==> config.mk <==
export PLATFORM = sky130hd
export DESIGN_NAME = fe_power_sequencer
export DESIGN_NICKNAME = d
export VERILOG_FILES = /design/src/rtl/joker_pkg.sv /design/src/rtl/oc_filter.sv /design/src/rtl/fe_power_sequencer.sv
export SDC_FILE = /design/constraint.sdc
export NUM_CORES = 1
export LEC_CHECK = 0
export ABC_AREA = 1
export CELL_PAD_IN_SITES_DETAIL_PLACEMENT = 1
export CELL_PAD_IN_SITES_GLOBAL_PLACEMENT = 2
export CORE_MARGIN = 10
export CORE_UTILIZATION = 34
export DETAILED_ROUTE_END_ITERATION = 10
export PLACE_DENSITY_LB_ADDON = 0.1
export SYNTH_ARGS = -nofsm -noshare
export SYNTH_HDL_FRONTEND = slang
export SYNTH_SLANG_ARGS = --single-unit
==> constraint.sdc <==
create_clock -name clk -period 2.17 [get_ports clk]
set_clock_uncertainty 0.05 [all_clocks]
set_input_delay 0.3255 -clock clk [delete_from_list [all_inputs] [get_ports clk]]
set_output_delay 0.3255 -clock clk [all_outputs]
set_load 0.05 [all_outputs]
==> src/rtl/joker_pkg.sv <==
// ---------------------------------------------------------------------------
// joker_pkg
// Shared definitions for the front-end control block.
//   - reset_ctrl bit indices (a '1' in any bit means disabled / held in reset)
//   - group masks used by the power sequencer stages
//   - sequencer state enumeration
//   - rc_release(): applies one sequencer stage to the applied-state vector
// ---------------------------------------------------------------------------
package joker_pkg;

  localparam int unsigned RC_W = 8;

  // reset_ctrl bit indices
  localparam int unsigned RC_GATE  = 7;
  localparam int unsigned RC_CIPWR = 6;
  localparam int unsigned RC_ANT   = 5;
  localparam int unsigned RC_SPARE = 4;
  localparam int unsigned RC_DTMB  = 3;
  localparam int unsigned RC_ATSC  = 2;
  localparam int unsigned RC_TU    = 1;
  localparam int unsigned RC_DVB   = 0;

  // Stage groups: power rails (incl. spare), demod resets, tuner reset, I2C gate
  localparam logic [RC_W-1:0] RC_PWR_MASK  =
    RC_W'((32'd1 << RC_CIPWR) | (32'd1 << RC_ANT) | (32'd1 << RC_SPARE));
  localparam logic [RC_W-1:0] RC_DEM_MASK  =
    RC_W'((32'd1 << RC_DTMB) | (32'd1 << RC_ATSC) | (32'd1 << RC_DVB));
  localparam logic [RC_W-1:0] RC_TU_MASK   = RC_W'(32'd1 << RC_TU);
  localparam logic [RC_W-1:0] RC_GATE_MASK = RC_W'(32'd1 << RC_GATE);

  // Only the real rails need a settle wait; the spare bit is released silently
  localparam logic [RC_W-1:0] RC_RAIL_MASK =
    RC_W'((32'd1 << RC_CIPWR) | (32'd1 << RC_ANT));

  typedef enum logic [2:0] {
    SEQ_IDLE     = 3'd0,
    SEQ_PWR      = 3'd1,
    SEQ_PWR_WAIT = 3'd2,
    SEQ_TU_REL   = 3'd3,
    SEQ_TU_WAIT  = 3'd4,
    SEQ_DEM_REL  = 3'd5,
    SEQ_DEM_WAIT = 3'd6,
    SEQ_GATE     = 3'd7
  } seq_state_e;

  // Clear the bits of 'mask' that the latched target wants enabled. Bits the
  // live request currently wants disabled stay set: disables always win.
  function automatic logic [RC_W-1:0] rc_release(
    input logic [RC_W-1:0] act,
    input logic [RC_W-1:0] tgt,
    input logic [RC_W-1:0] eff,
    input logic [RC_W-1:0] mask
  );
    return (act & ~(mask & ~tgt)) | eff;
  endfunction

endpackage

==> src/rtl/oc_filter.sv <==
// ---------------------------------------------------------------------------
// oc_filter
// Overcurrent qualification for one rail: 2-flop synchronizer, glitch filter
// counter and sticky fault flag with qualified clear.
//   clk      in  sequencer clock
//   reset    in  asynchronous, active-high
//   oc_n     in  raw overcurrent pin, asynchronous, active-low
//   rail_on  in  rail currently enabled; the filter only counts while on
//   clr      in  single-cycle clear request, honoured only if the pin is high
//   fault    out sticky fault flag (registered)
// ---------------------------------------------------------------------------
module oc_filter #(
  parameter int unsigned OC_FILTER_CYC = 60
) (
  input  logic clk,
  input  logic reset,
  input  logic oc_n,
  input  logic rail_on,
  input  logic clr,
  output logic fault
);

  localparam int unsigned CNT_W = $clog2(OC_FILTER_CYC + 1);
  localparam logic [CNT_W-1:0] CNT_MAX  = CNT_W'(OC_FILTER_CYC);
  localparam logic [CNT_W-1:0] CNT_LAST = CNT_W'(OC_FILTER_CYC - 1);

  logic             sync1_q, sync1_d;
  logic             sync2_q, sync2_d;
  logic [CNT_W-1:0] cnt_q, cnt_d;
  logic             fault_q, fault_d;
  logic             qual_c;
  logic             set_c;

  // Filter counter, fault set/clear; set has priority over clear
  always_comb begin
    sync1_d = oc_n;
    sync2_d = sync1_q;
    cnt_d   = '0;
    fault_d = fault_q;
    qual_c  = ~sync2_q & rail_on;
    set_c   = 1'b0;

    if (qual_c) begin
      cnt_d = (cnt_q == CNT_MAX) ? cnt_q : cnt_q + CNT_W'(1);
      set_c = (cnt_q >= CNT_LAST);
    end

    if (set_c) begin
      fault_d = 1'b1;
    end else if (clr && sync2_q) begin
      fault_d = 1'b0;
    end
  end

  // Synchronizer resets to the idle (high) pin level
  always_ff @(posedge clk or posedge reset) begin
    if (reset) begin
      sync1_q <= 1'b1;
      sync2_q <= 1'b1;
      cnt_q   <= '0;
      fault_q <= 1'b0;
    end else begin
      sync1_q <= sync1_d;
      sync2_q <= sync2_d;
      cnt_q   <= cnt_d;
      fault_q <= fault_d;
    end
  end

  assign fault = fault_q;

endmodule

==> src/rtl/fe_power_sequencer.sv <==
// ---------------------------------------------------------------------------
// fe_power_sequencer
// Timed power/reset sequencer between the host reset_ctrl register and the
// front-end board pins. Disables are applied on the next edge in any state;
// enables are staged rails -> tuner reset -> demod resets -> I2C gate, with
// settle waits after rail and reset-release stages. Suspend and sticky
// overcurrent faults force the affected bits to disabled.
//   clk                in  usb_ulpi_clk domain
//   reset              in  asynchronous, active-high
//   req_ctrl[7:0]      in  requested state ('1' = disabled / in reset)
//   suspend            in  forces every bit disabled
//   ci_overcurrent_n   in  CI rail overcurrent pin, async, active-low
//   tps_overcurrent_n  in  antenna rail overcurrent pin, async, active-low
//   fault_clr          in  single-cycle fault clear pulse
//   act_ctrl[7:0]      out applied state, same bit map
//   busy               out enable sequence in progress
//   oc_fault[1:0]      out sticky faults: [0] CI, [1] antenna
// ---------------------------------------------------------------------------
module fe_power_sequencer
  import joker_pkg::*;
#(
  parameter int unsigned PWR_SETTLE_CYC = 600000,
  parameter int unsigned RST_HOLD_CYC   = 6000,
  parameter int unsigned OC_FILTER_CYC  = 60
) (
  input  logic            clk,
  input  logic            reset,
  input  logic [RC_W-1:0] req_ctrl,
  input  logic            suspend,
  input  logic            ci_overcurrent_n,
  input  logic            tps_overcurrent_n,
  input  logic            fault_clr,
  output logic [RC_W-1:0] act_ctrl,
  output logic            busy,
  output logic [1:0]      oc_fault
);

  localparam int unsigned MAX_CYC  = (PWR_SETTLE_CYC > RST_HOLD_CYC) ?
                                     PWR_SETTLE_CYC : RST_HOLD_CYC;
  localparam int unsigned CNT_W    = ($clog2(MAX_CYC) < 1) ? 1 : $clog2(MAX_CYC);
  localparam logic [CNT_W-1:0] PWR_LOAD = CNT_W'(PWR_SETTLE_CYC - 1);
  localparam logic [CNT_W-1:0] RST_LOAD = CNT_W'(RST_HOLD_CYC - 1);

  seq_state_e      state_q, state_d;
  logic [RC_W-1:0] act_q, act_d;
  logic [RC_W-1:0] tgt_q, tgt_d;
  logic [CNT_W-1:0] cnt_q, cnt_d;
  logic            busy_q, busy_d;
  logic [1:0]      fault_w;
  logic [RC_W-1:0] eff_c;
  logic [RC_W-1:0] rel_c;
  logic            rising_c;
  logic            cnt_done_c;

  // Overcurrent filters; a rail only counts as "on" while its act bit is 0
  oc_filter #(
    .OC_FILTER_CYC (OC_FILTER_CYC)
  ) u_oc_ci (
    .clk     (clk),
    .reset   (reset),
    .oc_n    (ci_overcurrent_n),
    .rail_on (~act_q[RC_CIPWR]),
    .clr     (fault_clr),
    .fault   (fault_w[0])
  );

  oc_filter #(
    .OC_FILTER_CYC (OC_FILTER_CYC)
  ) u_oc_ant (
    .clk     (clk),
    .reset   (reset),
    .oc_n    (tps_overcurrent_n),
    .rail_on (~act_q[RC_ANT]),
    .clr     (fault_clr),
    .fault   (fault_w[1])
  );

  // Effective target: suspend, then sticky faults override the host request
  always_comb begin
    eff_c = suspend ? {RC_W{1'b1}} : req_ctrl;
    if (fault_w[0]) eff_c[RC_CIPWR] = 1'b1;
    if (fault_w[1]) eff_c[RC_ANT]   = 1'b1;
  end

  // Sequencer next-state and applied-state logic
  always_comb begin
    state_d    = state_q;
    act_d      = act_q | eff_c;
    tgt_d      = tgt_q;
    cnt_d      = cnt_q;
    rel_c      = '0;
    rising_c   = |(eff_c & ~act_q);
    cnt_done_c = (cnt_q == '0);

    unique case (state_q)
      SEQ_IDLE: begin
        if (|(act_q & ~eff_c)) begin
          tgt_d   = eff_c;
          state_d = SEQ_PWR;
        end
      end

      SEQ_PWR: begin
        act_d = rc_release(act_q, tgt_q, eff_c, RC_PWR_MASK);
        rel_c = act_q & ~act_d;
        if (|(rel_c & RC_RAIL_MASK)) begin
          cnt_d   = PWR_LOAD;
          state_d = SEQ_PWR_WAIT;
        end else begin
          state_d = SEQ_TU_REL;
        end
      end

      SEQ_PWR_WAIT: begin
        if (cnt_done_c) state_d = SEQ_TU_REL;
        else            cnt_d   = cnt_q - CNT_W'(1);
      end

      SEQ_TU_REL: begin
        act_d = rc_release(act_q, tgt_q, eff_c, RC_TU_MASK);
        rel_c = act_q & ~act_d;
        if (|(rel_c & RC_TU_MASK)) begin
          cnt_d   = RST_LOAD;
          state_d = SEQ_TU_WAIT;
        end else begin
          state_d = SEQ_DEM_REL;
        end
      end

      SEQ_TU_WAIT: begin
        if (cnt_done_c) state_d = SEQ_DEM_REL;
        else            cnt_d   = cnt_q - CNT_W'(1);
      end

      SEQ_DEM_REL: begin
        act_d = rc_release(act_q, tgt_q, eff_c, RC_DEM_MASK);
        rel_c = act_q & ~act_d;
        if (|(rel_c & RC_DEM_MASK)) begin
          cnt_d   = RST_LOAD;
          state_d = SEQ_DEM_WAIT;
        end else begin
          state_d = SEQ_GATE;
        end
      end

      SEQ_DEM_WAIT: begin
        if (cnt_done_c) state_d = SEQ_GATE;
        else            cnt_d   = cnt_q - CNT_W'(1);
      end

      SEQ_GATE: begin
        act_d   = rc_release(act_q, tgt_q, eff_c, RC_GATE_MASK);
        state_d = SEQ_IDLE;
      end

      default: begin
        state_d = SEQ_IDLE;
      end
    endcase

    // A new disable during a sequence cancels all remaining enable stages
    if ((state_q != SEQ_IDLE) && rising_c) begin
      state_d = SEQ_IDLE;
      act_d   = act_q | eff_c;
    end
  end

  always_comb begin
    busy_d = (state_d != SEQ_IDLE);
  end

  always_ff @(posedge clk or posedge reset) begin
    if (reset) begin
      state_q <= SEQ_IDLE;
      act_q   <= {RC_W{1'b1}};
      tgt_q   <= {RC_W{1'b1}};
      cnt_q   <= '0;
      busy_q  <= 1'b0;
    end else begin
      state_q <= state_d;
      act_q   <= act_d;
      tgt_q   <= tgt_d;
      cnt_q   <= cnt_d;
      busy_q  <= busy_d;
    end
  end

  assign act_ctrl = act_q;
  assign busy     = busy_q;
  assign oc_fault = fault_w;

endmodule

Word level (Yosys, flattened, before mapping)
Cells that the tools add are included.
W data, S select, Z words.
{"block": "op_classes", "reduce_logical": 17, "bitwise": 30, "n_addsub": 3, "div_mod_pow": 0, "n_shift": 0, "n_mux": 29, "multipliers": 0, "order_cmp": 2, "n_eq_ne": 15}
{"op": "$mux W20", "n": 4}
{"op": "$pmux W20 S4", "n": 1}
{"op": "$and A8 B8 Y8", "n": 6}
{"op": "$or A8 B8 Y8", "n": 5}
{"op": "$not A8 Y8", "n": 4}
{"op": "$pmux W8 S4", "n": 1}
{"op": "$mux W6", "n": 4}
{"op": "$pmux W3 S8", "n": 1}
{"op": "$logic_not A20 Y1", "n": 1}
{"op": "$sub A20 B1 Y20 const B", "n": 1}
{"op": "$mux W8", "n": 2}
{"op": "$reduce_or A8 Y1", "n": 2}
{"op": "$mux W3", "n": 5}
{"op": "$add A6 B1 Y6 const B", "n": 2}
{"op": "$eq A3 B3 Y1 const B", "n": 4}
{"op": "$eq A6 B6 Y1 const B", "n": 2}
{"op": "$ge A6 B6 Y1 const B", "n": 2}
{"op": "$ne A2 B2 Y1 const B", "n": 6}
{"op": "$mux W1", "n": 11}
{"op": "$not A2 Y8", "n": 1}
{"op": "$not A4 Y8", "n": 1}
{"op": "$not A7 Y8", "n": 1}
{"op": "$and A7 B7 Y7", "n": 1}
{"op": "$not A7 Y7", "n": 1}
{"op": "other kinds (17)", "n": 27}
{"block": "word_totals", "mem_count": 0, "latch_bits": 0, "in_bits": 14, "regBits": 58, "mem_bits_ro": 0, "ram_bits": 0}

Longest topological paths before layout
Gate-level depths: netlist (run 1).
{"block": "depth", "word_depth": 11, "ltp_mapped": 13, "depth_no_buf": 12}

Hierarchy
Synthesis (run 1) repeated with hierarchy kept, for this count alone.
{"block": "unflattened", "cells_unflattened": 513, "hier_area_um2": 3677.3}
{"mod": "fe_power_sequencer", "cells_each": 395, "seq_area_each_um2": 1021.0, "area_per_inst_um2": 2731.4, "n_inst": 1}
{"mod": "oc_filter", "cells_each": 59, "seq_area_each_um2": 227.7, "area_per_inst_um2": 473.0, "n_inst": 2}

Worst setup path before layout (run 1)
Ideal clock, no wire load.
{"block": "synth_path", "kind": "flip-flop to flip-flop", "from": "register state_q[1]", "to": "register cnt_q[10]", "setup_slack_ps": 386, "t_required_ps": 2004, "synth_period_minus_slack_ps": 1784, "n_path_buf": 1, "arrival_time_ps": 1617, "stages_incl_launch_ff": 14, "setup_ps": 116, "cell_sequence": "dfrtp_1 -> inv_1 -> ha_1 -> inv_1 -> nor2_4 -> inv_2 -> o21bai_1 -> nor2_1 -> nor2_4 -> nand2_4 -> inv_4 -> buf_8 -> nand2_2 -> nand2_1"}
{"block": "synth_between", "elab_chain_len": 4, "word_cells_on_any_way": 14}
{"item": "start: declaration", "line_no": "fe_power_sequencer.sv:44", "rtl": "seq_state_e state_q, state_d;"}
{"item": "start signal: assignment", "line_no": "fe_power_sequencer.sv:180", "rtl": "state_q <= state_d;"}
{"item": "$eq A3 B3 Y1 / $eq A3 B2 Y1 (equally long branches)", "line_no": "fe_power_sequencer.sv:95", "rtl": "unique case (state_q)"}
{"item": "$reduce_or A3 Y1 (no line)"}
{"item": "$ne A2 B2 Y1 (no line) / $reduce_bool A4 Y1 (equally long branches)"}
{"item": "$reduce_and A5 Y1 (no line)"}
{"item": "end signal: assignment", "line_no": "fe_power_sequencer.sv:183", "rtl": "cnt_q <= cnt_d;"}
{"item": "end: declaration", "line_no": "fe_power_sequencer.sv:47", "rtl": "logic [CNT_W-1:0] cnt_q, cnt_d;"}
Several ways; a longest one is shown, not always the timed one.
A chain may end at the register's enable or synchronous reset.

Worst setup path in the final report (run 1)
{"block": "layout_path", "from": "register act_q[5] (netlist: act_ctrl[5])", "to": "output port act_ctrl[5]"}
{"item": "start: declaration", "line_no": "fe_power_sequencer.sv:45", "rtl": "logic [RC_W-1:0] act_q, act_d;"}
{"item": "start signal: assignment", "line_no": "fe_power_sequencer.sv:175", "rtl": "act_q <= {RC_W{1'b1}};"}
{"item": "start signal: assignment", "line_no": "fe_power_sequencer.sv:181", "rtl": "act_q <= act_d;"}
{"item": "end: declaration", "line_no": "fe_power_sequencer.sv:33", "rtl": "output logic [RC_W-1:0] act_ctrl,"}
No word-level cell between the ends.

==> results of run 1 <==
==> metal layers <==
metal  vias to the layer above  share of wire  global-route usage
met5                         -              0                   0
met4                         0          0.018              0.0590
met3                        12          0.028              0.0235
met2                        27           0.50               0.242
met1                      1604           0.46               0.172
li1                       1704              -                   -
==> what timing repair did <==
item / in CTS / in global routing
setup buffers: 0 / 0
resized for setup: 0 / 3
setup endpoints to repair: 0 / 5
==> layout by cell type (no fill, tap or decap), drive strengths merged <==
cell	count
xor2	8
nor2	80
nor3b	2
nand4	8
a41oi	1
buf	19
o41ai	1
o21bai	2
nand3	37
a31oi	4
bufinv	2
clkinvlp	1
xnor2	3
nand2	158
clkdlybuf4s50	22
ha	10
o211ai	2
o21ai	42
nor4	1
o22ai	1
nor3	2
clkbuf	12
dfrtp	38
o2111ai	1
a21oi	10
or2	2
o31ai	1
dlymetal6s2s	1
clkinv	1
dfstp	20
inv	71
==> synth_stat cells, types with 2 or more instances <==
cell type / number
o21ai_1: 7
nand2_1: 144
a31oi_1: 4
ha_1: 10
o211ai_1: 2
nor2_1: 74
or2_2: 2
a21oi_1: 10
nand2_2: 13
dfrtp_1: 38
xnor2_1: 3
o21bai_1: 2
nor3_1: 2
buf_6: 2
buf_2: 2
inv_1: 67
nand4_1: 8
buf_4: 5
nor2_2: 2
nand3_1: 37
inv_2: 3
o21ai_0: 34
dfstp_2: 20
xor2_1: 8
nor3b_1: 2
nor2_4: 4
==> stage by stage <==
step	util	cell area [µm²]	instances
floorplan	-	3660	516
global placement	0.400	4170	683
detailed placement	0.400	4170	683
CTS	0.421	4390	699
global route	0.422	4400	699
finish	0.422	4400	699
==> worst min path at each step <==
stage	startpoint	to	slack, ns	depth (start not counted)
final	reset	u_oc_ci.cnt_q[2]$_DFFE_PP0P_	0.29	3
after global routing	ci_overcurrent_n	u_oc_ci.sync1_q$_DFF_PP1_	0.31	1
after CTS	reset	u_oc_ci.cnt_q[0]$_DFFE_PP0P_	0.30	3
after detailed placement	u_oc_ci.sync1_q$_DFF_PP1_	u_oc_ci.sync2_q$_DFF_PP1_	0.30	0
after global placement	u_oc_ci.sync1_q$_DFF_PP1_	u_oc_ci.sync2_q$_DFF_PP1_	0.30	0
after floorplan	tps_overcurrent_n	u_oc_ant.sync1_q$_DFF_PP1_	0.28	0
==> flip-flops by register name, summed over array words and instances (netlist names) <==
| register | cells |
|---|---|
| u_oc_ci.sync1_q | 1 |
| u_oc_ci.fault | 1 |
| u_oc_ant.sync1_q | 1 |
| u_oc_ci.cnt_q | 6 |
| act_ctrl | 8 |
| u_oc_ant.cnt_q | 6 |
| u_oc_ci.sync2_q | 1 |
| busy | 1 |
| u_oc_ant.sync2_q | 1 |
| cnt_q | 20 |
| tgt_q | 8 |
| u_oc_ant.fault | 1 |
| state_q | 3 |
==> layout make-up <==
| cell class | count | area share |
|---|---|---|
| Multi-Input combinational cell | 376 | 0.417 |
| Sequential cell | 58 | 0.336 |
| Timing Repair Buffer | 42 | 0.0967 |
| Inverter | 71 | 0.0612 |
| Tap cell | 136 | 0.0387 |
| Clock buffer | 12 | 0.0330 |
| Clock inverter | 4 | 0.0174 |
==> power by group <==
part	leakage (µW)	switching [µW]	total (µW)	internal [µW]
clock network	0.000107	486	1170	681
registers	0.000700	313	1810	1500
logic	0.00133	1940	3020	1070
==> cells by family after synthesis <==
| logic type | count (synthesis) |
|---|---|
| adder cells (fa/ha/maj) | 10 |
| AND/OR/NAND/NOR | 290 |
| flip-flops | 58 |
| buffers and inverters | 82 |
| AO/OA/AOI/OAI | 65 |
| XOR/XNOR | 11 |
==> results.ini, run 1 <==
[synthesis]
synth_adder_area_share=0.0342
async_flop_share=1.00
synth.mux.area_fraction=0
yosysWarnings=0
synth_area_leader_cell=dfrtp_1
synth_top_area_frac=0.260
synth_top_family_by_area=simple AND/OR/NAND/NOR gates
synth_simple_gate_area_frac=0.341
synth_nets=540
synth_compound_area_frac=0.0981
ys_ff_latch=58
synth_flop_cell=dfrtp_1
synth_top_cells_by_area=dfrtp_1 (26%), nand2_1 (15%), dfstp_2 (14%), nor2_1 (7.6%), inv_1 (6.9%)
synth_edf_count=0
synth_xor_area_frac=0.0263
yosysSeqAreaShare=0.403
netlist_instances=516
yosys.cell_types.count=37
avgSynthCellArea_um2=7.10
netlist_area_um2=3660

[critical_path]
path_buf_inv=1
endpoint_kind=output pin
startpoint_type=register
startpoint=act_ctrl[5]$_DFF_PP1_
cp_slowest_cell=clkdlybuf4s50_1
r2r-start=state_q[1]$_DFF_PP0_
worstSetupPathType=register to output pin
crit_family=buffers and inverters
critPathMaxStageDelay_ns=0.81
cp.arrival_ns=1.75
crit_end=act_ctrl[5]
cp.depth=1
required_ns=1.79
r2r-end=cnt_q[17]$_DFFE_PP0P_
cp_cell_sequence=clkdlybuf4s50_1
rrSetupSlack_ns=0.20
reg2regPathDepth=12
path_max_fanout=5

[global_routing]
grt_pass1_vias=3550
antenna_found_initial=0
grt_remaining_overflow=0
grt_usage=0.141
grt_max_degree=59
grt_pass1_wl_um=17300

[sta]
hold_violations=0
final-setup-viol-count=0
finalWorstSetupSlack_ns=0.0416
holdWs_ns=0.291
slew-limit-headroom=0.663
rsz0062_at_grt=no
period_share=0.981
tightestPinTransition_ns=0.505
clock.fmax_ghz=0.470
fin_setup_tns_ns=0
period_needed_ns=2.13
slew_violations=0

[routing]
num_vias=3347
first_pass_iters=4
postRouteAntennaNets=0
post_drt_via_cell_ratio=4.79
drt_iter0_drc=150
wl_per_cell_um=14.2
drc=0
routed_wl_um=9960

[placed_design]
routabilityCongestion=0.833
port_buffers=24
dp_hpwl_um=7540
pre_cts_ws_ns=-0.170

[die]
initial_core_util=0.352
ioPinCount=25
dieArea_um2=15300
die_w_um=124
core_area_um2=10400
die_y_um=124
rows=37

[final_layout]
register_area_um2=1480
multi_input_area_um2=1840
layout-drive-gt1-share=0.146
nFillCells=1333
nNetsFinal=582
syn_to_final_growth_pct=20.1
diodes=0

[clocking]
clk_latency_ns=0.36
tritoncts=done
cts_root_buffer=clkbuf_8
cts_sinks=58
ctsLongestPathBuffers=2
cts_buffers=9
ctsHoldBuffers=0
clk_pin_slew_ns=0.08
htreeDepth=3

[hold_path]
hold_path.class=primary input to async pin

[pwr]
peakVddDrop_mv=0.455
p_total_uw=5990
p_per_area_nw_per_um2=1360
p_leak_uw=0.00214

[run]
drv_cap=0

[run_status]
outcome=complete, no violations

(Power assumes the default switching activity.)
==> inputs of run 2 (changes only) <==
--- a/config.mk
+++ b/config.mk
@@ -12,6 +12,7 @@
 export CORE_UTILIZATION = 34
 export DETAILED_ROUTE_END_ITERATION = 10
 export PLACE_DENSITY_LB_ADDON = 0.1
+export SLEW_MARGIN = 25
 export SYNTH_ARGS = -nofsm -noshare
 export SYNTH_HDL_FRONTEND = slang
 export SYNTH_SLANG_ARGS = --single-unit
==> results of run 2 <==
No change in the layout: final DEF, timing and power equal those of run 1.
